$ cat src/rtl/fetch_stage_pkg.sv
// Shared constants and state encoding for the instruction fetch stage.
package fetch_stage_pkg;

  localparam logic [31:0] RESET_PC_DEFAULT = 32'h0000_0000;
  localparam logic [31:0] NOP_INST         = 32'h0000_0013;

  typedef enum logic {
    StBoot = 1'b0,
    StRun  = 1'b1
  } fetch_state_e;

endpackage

$ cat src/rtl/fetch_stage.sv
// Instruction fetch stage: owns the PC, drives a synchronous-read imem and
// pairs each returned word with its PC, handling stall and redirect.
module fetch_stage
  import fetch_stage_pkg::*;
#(
  parameter logic [31:0] RESET_PC = RESET_PC_DEFAULT
) (
  input  logic        clk,
  input  logic        rst,
  output logic [31:0] imem_addr,
  input  logic [31:0] imem_rd_data,
  input  logic        stall,
  input  logic        redirect_valid,
  input  logic [31:0] redirect_pc,
  output logic [31:0] inst,
  output logic [31:0] inst_pc,
  output logic        inst_valid,
  output logic        misalign_err,
  output logic [31:0] fetch_count
);

  fetch_state_e state_q, state_d;
  logic [31:0]  pc_q, pc_d;
  logic [31:0]  redirect_tgt;
  logic         misalign_q;
  logic [31:0]  count_q;

  assign redirect_tgt = {redirect_pc[31:2], 2'b00};

  // The address issued this cycle is exactly the PC of next cycle's word,
  // so one mux serves both imem_addr and pc_d.
  always_comb begin
    state_d = StRun;
    pc_d    = pc_q;
    if (rst) begin
      state_d = StBoot;
      pc_d    = RESET_PC;
    end else if (redirect_valid) begin
      pc_d = redirect_tgt;
    end else if (state_q == StBoot) begin
      pc_d = RESET_PC;
    end else if (!stall) begin
      pc_d = pc_q + 32'd4;
    end
  end

  assign imem_addr = pc_d;

  always_comb begin
    inst_valid = !rst && (state_q == StRun) && !redirect_valid;
    inst       = inst_valid ? imem_rd_data : NOP_INST;
    inst_pc    = rst ? RESET_PC : pc_q;
  end

  always_ff @(posedge clk) begin
    if (rst) begin
      state_q    <= StBoot;
      pc_q       <= RESET_PC;
      misalign_q <= 1'b0;
      count_q    <= 32'd0;
    end else begin
      state_q <= state_d;
      pc_q    <= pc_d;
      if (redirect_valid && (redirect_pc[1:0] != 2'b00)) begin
        misalign_q <= 1'b1;
      end
      if (inst_valid && !stall) begin
        count_q <= count_q + 32'd1;
      end
    end
  end

  assign misalign_err = misalign_q;
  assign fetch_count  = count_q;

endmodule

$ cat config.mk
export PLATFORM = sky130hd
export DESIGN_NAME = fetch_stage
export DESIGN_NICKNAME = d
export VERILOG_FILES = /design/src/rtl/fetch_stage_pkg.sv /design/src/rtl/fetch_stage.sv
export SDC_FILE = /design/constraint.sdc
export NUM_CORES = 1
export LEC_CHECK = 0
export ABC_CLOCK_PERIOD_IN_PS = 3250
export CORE_MARGIN = 3
export CORE_UTILIZATION = 41
export DETAILED_ROUTE_END_ITERATION = 8
export GPL_ROUTABILITY_DRIVEN = 1
export GPL_TIMING_DRIVEN = 0
export PLACE_DENSITY = 0.87
export SLEW_MARGIN = 20
export SYNTH_ARGS = -nofsm -noshare
export SYNTH_HDL_FRONTEND = slang
export SYNTH_SLANG_ARGS = --single-unit
$ cat constraint.sdc
create_clock -name clk -period 3.25 [get_ports clk]
set_input_delay 0.65 -clock clk [delete_from_list [all_inputs] [get_ports clk]]
set_output_delay 0.65 -clock clk [all_outputs]
set_load 0.02 [all_outputs]
-- Word level (Yosys, flattened, before mapping)
Cells that the tools add are included.
- multiplexer cells: 7
- reduce and logical (&&, ||, !) cells: 8
- add/subtract/negate cells: 2
- operator list (operator ; number):
    $mux 32 ; 6
    $add 32x1->32 const B ; 1
    $add 32x3->32 const B ; 1
    $logic_and 1x1->1 ; 4
    $logic_not 1->1 ; 3
    $reduce_bool 2->1 ; 1
    $mux 1 ; 1
- word-level logic and storage cells: 21
- register bits after elaboration: 66

-- Depth between registers and ports, before layout
- word-level depth: 5
- depth in mapped cells: 7
- mapped depth without buffers: 5

-- Least setup slack after synthesis
OpenSTA, ideal clock, no wires.
- path type: input-to-output
- start: input stall
- end: output imem_addr[20]
- path buffers: 2
- data required time: 2.600 ns
- data arrival time: 2.349 ns
- cell stages on the path: 6
- path slack: 0.251 ns
- cell sequence: buf_2 > nand4b_4 > or4_4 > buf_6 > or4_4 > nand3_1
- word-level cells in the longest chain between the ends: 4
- RTL lines (what ; RTL line ; RTL):
    from (decl) ; fetch_stage.sv:12 ; input logic stall,
    $mux 32 ; fetch_stage.sv:42 ; end else if (!stall) begin
    $mux 32 ; fetch_stage.sv:40 ; end else if (state_q == StBoot) begin
    $mux 32 ; fetch_stage.sv:38 ; end else if (redirect_valid) begin
    $mux 32 ; fetch_stage.sv:35 ; if (rst) begin
    to (decl) ; fetch_stage.sv:10 ; output logic [31:0] imem_addr,
Every way passes these cells.

-- Final worst setup path
- start: input rst
- end: output imem_addr[15]
- word-level cells in the longest chain between the ends: 1
- RTL lines (what ; RTL line ; RTL):
    from (decl) ; fetch_stage.sv:9 ; input logic rst,
    $mux 32 ; fetch_stage.sv:35 ;
Every way passes these cells.

==> run_results.csv <==
group,metric,value,unit
status,outcome,"complete, no violations",
grt,antenna_found_initial,0,
logic_synthesis,yosysWarnings,0,
final_layout,syn_to_final_growth,59.1,%
logic_synthesis,yosysSeqAreaShare,32.2,%
drt,route.detailed.drc,0,
sta,rsz0062_at_grt,"false",
power,p_switching,0.550,mW
drt,dr.pass1.iters,5,
logic_synthesis,netlist_area,0.00410,mm^2
logic_synthesis,ys_async_sr_fraction,0,%
logic_synthesis,synth_seq_cells,66,
floorplanning,die_x,106,um
drt,post_drt_via_cell_ratio,5.91,
sta,hold_viol_final,0,
worst_setup_path,startpoint_type,"input port",
final_layout,drive_gt1_share,12.4,%
sta,drv_slew,0,
worst_setup_path,path_cells,"dlygate4sd2_1 > or3b_4 > clkbuf_8 > inv_2 > buf_6 > nand2_1 > a31oi_1 > a221o_1 > buf_2",
power,intPower,1.55,mW
worst_setup_path,worstPathMaxFanout,10,
power,powerDensity,321,mW/mm^2
grt,grtUsageTotal,26.6,%
sta,period_needed,3.17,ns
hold_path,min_path_type,"reg2reg",
worst_setup_path,path_class,"in2out",
sta,finalCritPeriodShare,97.4,%
hold_path,hold_depth,2,
worst_setup_path,max_stage_delay,0.42,ns
place,gp_congestion,0.906,
floorplanning,start_util,43.4,%
worst_setup_path,path_delay_family,"buffers and inverters",
logic_synthesis,synth_edf_count,0,
grt,grt_max_degree,13,
logic_synthesis,yosysMostFrequentCell,"dfxtp_1",
worst_setup_path,rr_endpoint,"fetch_count[24]",
clock_tree,htree_num_levels,3,
run,cap_violations,0,
power,vdd_ir_drop_max,0.000255,V
floorplanning,fp.dieH,106,um
drt,wire_per_inst,18.0,um
worst_setup_path,cp.arrival,2.52,ns
drt,via_count,5083,
power,switching_share,26.2,%
grt,grt_pass1_wl,24200,um
final_layout,final_util,69.0,%
worst_setup_path,r2r_cells,5,
logic_synthesis,synth_ff_type,"dfxtp_1",
drt,drtIter0Drc,350,
floorplanning,core,0.00946,mm^2
hold_path,worstHoldStart,"misalign_err",
logic_synthesis,ys_types,50,
final_layout,antenna_cells,0,
sta,tightest_slew,0.669,ns
worst_setup_path,cp.required,2.60,ns
logic_synthesis,synth_top_area_cell,"dfxtp_1",
logic_synthesis,synth_commonest_cells,"66 x dfxtp_1, 40 x nand3_1, 39 x nand2_1",
floorplanning,rows,35,
clock_tree,cts_tree,"built",
floorplanning,die_area,0.0112,mm^2
floorplanning,ios,198,
clock_tree,cts_sinks,66,
final_layout,fill_cells,788,
sta,clock_skew,0.00917,ns
worst_setup_path,r2r_slack,0.97,ns
clock_tree,cts_buffers,9,
power,p_leak,2.59,nW
worst_setup_path,worstSetupEndpointType,"output pin",
clock_tree,clockBufferDepth,2,
grt,grt_pass1_vias,4969,
place,dp_hpwl,11700,um
logic_synthesis,synth_area_per_cell,7.92,um^2
place,dp_slack,-0.944,ns
logic_synthesis,synth_area_leaders,"dfxtp_1 32%, and2_1 5.6%, nor2b_1 5.5%, nand3_1 4.9%, nand2_1 3.6%",
place,portBuffers,196,
drt,drt_wl_total,15500,um
sta,finalWorstSetupSlack,0.0837,ns
clock_tree,clock-root-buffer,"clkbuf_8",
power,p_seq_share,41.1,%
worst_setup_path,worst-path-buf-inv,5,
drt,drtAntennaViolNets,0,
sta,slew_headroom,55.2,%
worst_setup_path,slowest_stage,"or3b_4",
grt,gr-total-overflow,0,
power,combPwrFrac,17.0,%
clock_tree,holdBufCountCts,0,
sta,fmax,316,MHz
logic_synthesis,synth_top_area_share,32.2,%
sta,setup-violations-final,0,
logic_synthesis,synth_cells,518,
worst_setup_path,timing.rr.start,"fetch_count[0]",
hold_path,hold_end,"misalign_err",
power,clkPwrFrac,41.8,%
logic_synthesis,synthesis.nets,588,
final_layout,nets,796,
clock_tree,cts.clk_slew.worst_paths,0.08,ns
clock_tree,worstSkewPairLatency,0.35,ns
-- cell type report --
type,instances,area (um^2),share of cell area [%]
buffer,35,204,3.13
clock buffer,10,138,2.11
clock inverter,6,113,1.73
inverter,7,26.3,0.403
multi-input combinational,408,2650,40.7
sequential,66,1330,20.4
tap,129,161,2.47
timing repair buffer,199,1900,29.1
-- layer usage --
metal	share of wire [%]	GRT usage, %	routed length [um]
met5	0	0	0
met4	2.8	10.1	438
met3	10	8.56	1540
met2	51	47.8	7910
met1	36	28.9	5570
-- kinds of logic (layout without fill, tap and decap cells) --
family | after synthesis | after routing | synth area share [%]
AO/OA/AOI/OAI | 98 | 98 | 16.8
AND/OR/NAND/NOR | 285 | 285 | 41.0
adder cells (fa/ha/maj) | 2 | 2 | 0.610
multiplexers | 4 | 4 | 1.07
buffers and inverters | 44 | 257 | 4.33
flip-flops | 66 | 66 | 32.2
XOR/XNOR | 19 | 19 | 4.06
-- tightest hold or removal path, delay by kind of cell (launching register included) --
family / cells / cell delay [ns]
flip-flops: 1 / 0.32
AO/OA/AOI/OAI: 1 / 0.05
buffers and inverters: 1 / 0.05
-- layout by cell type (no fill, tap or decap), types with 8 or more instances in the layout --
cell / synthesis / final
o31ai_1: 12 / 12
nor2b_1: 36 / 36
dfxtp_1: 66 / 59
buf_4: 0 / 8
nand4_1: 19 / 19
buf_2: 4 / 9
clkbuf_8: 0 / 12
a221o_1: 12 / 12
and3_1: 10 / 10
clkdlybuf4s50_1: 0 / 141
nand3_1: 40 / 38
nor3_1: 9 / 8
or4_1: 13 / 13
clkbuf_1: 26 / 11
o211ai_1: 9 / 9
o21ai_0: 15 / 15
and2_1: 37 / 37
nor2_1: 36 / 36
clkbuf_2: 0 / 10
a21oi_1: 24 / 24
dlygate4sd2_1: 0 / 39
and4_1: 8 / 8
nand2_1: 39 / 38
xor2_1: 12 / 12
-- power groups by stage --
stage / sequential, mW / clock (mW) / combinational, mW
2_1_floorplan: 0.871 / 0 / 0.161
6_report: 0.862 / 0.877 / 0.357
5_1_grt: 0.865 / 0.920 / 0.381
3_5_place_dp: 0.877 / 0 / 0.365
3_3_place_gp: 0.876 / 0 / 0.361
4_1_cts: 0.860 / 0.882 / 0.358
-- flip-flops by register name, indices dropped and copies added (netlist names) --
register,count
pc_q,32
state_q,1
fetch_count,32
misalign_err,1
-- worst max path at each step --
stage	from	endpoint	cells past startpoint
after detailed placement	rst	imem_addr[24]	9
after global routing	pc_q[8]	imem_addr[21]	6
after CTS	pc_q[2]	imem_addr[20]	7
final	rst	imem_addr[15]	9
after floorplan	stall	imem_addr[20]	6
after global placement	rst	imem_addr[24]	9
-- repair_timing --
| action | 4_1_cts | 5_1_grt |
|---|---|---|
| buffers inserted | 2 | 1 |
| pin swaps | 1 | 1 |
| resized for setup | 129 | 20 |
| setup endpoints to repair | 94 | 13 |
| gates cloned | 0 | 0 |
-- stage by stage --
stage	std cells	area, um^2	power (mW)	TNS [ns]	hold slack [ns]
finish	860	6530	2.10	0	0.460
global route	860	6530	2.17	0	0.494
detailed placement	843	6230	1.24	-49.83	0.456
global placement	843	6230	1.24	-50.01	0.436
floorplan	518	4100	1.03	0	0.522
CTS	860	6510	2.10	0	0.469
Power figures use the tool's default switching activity.
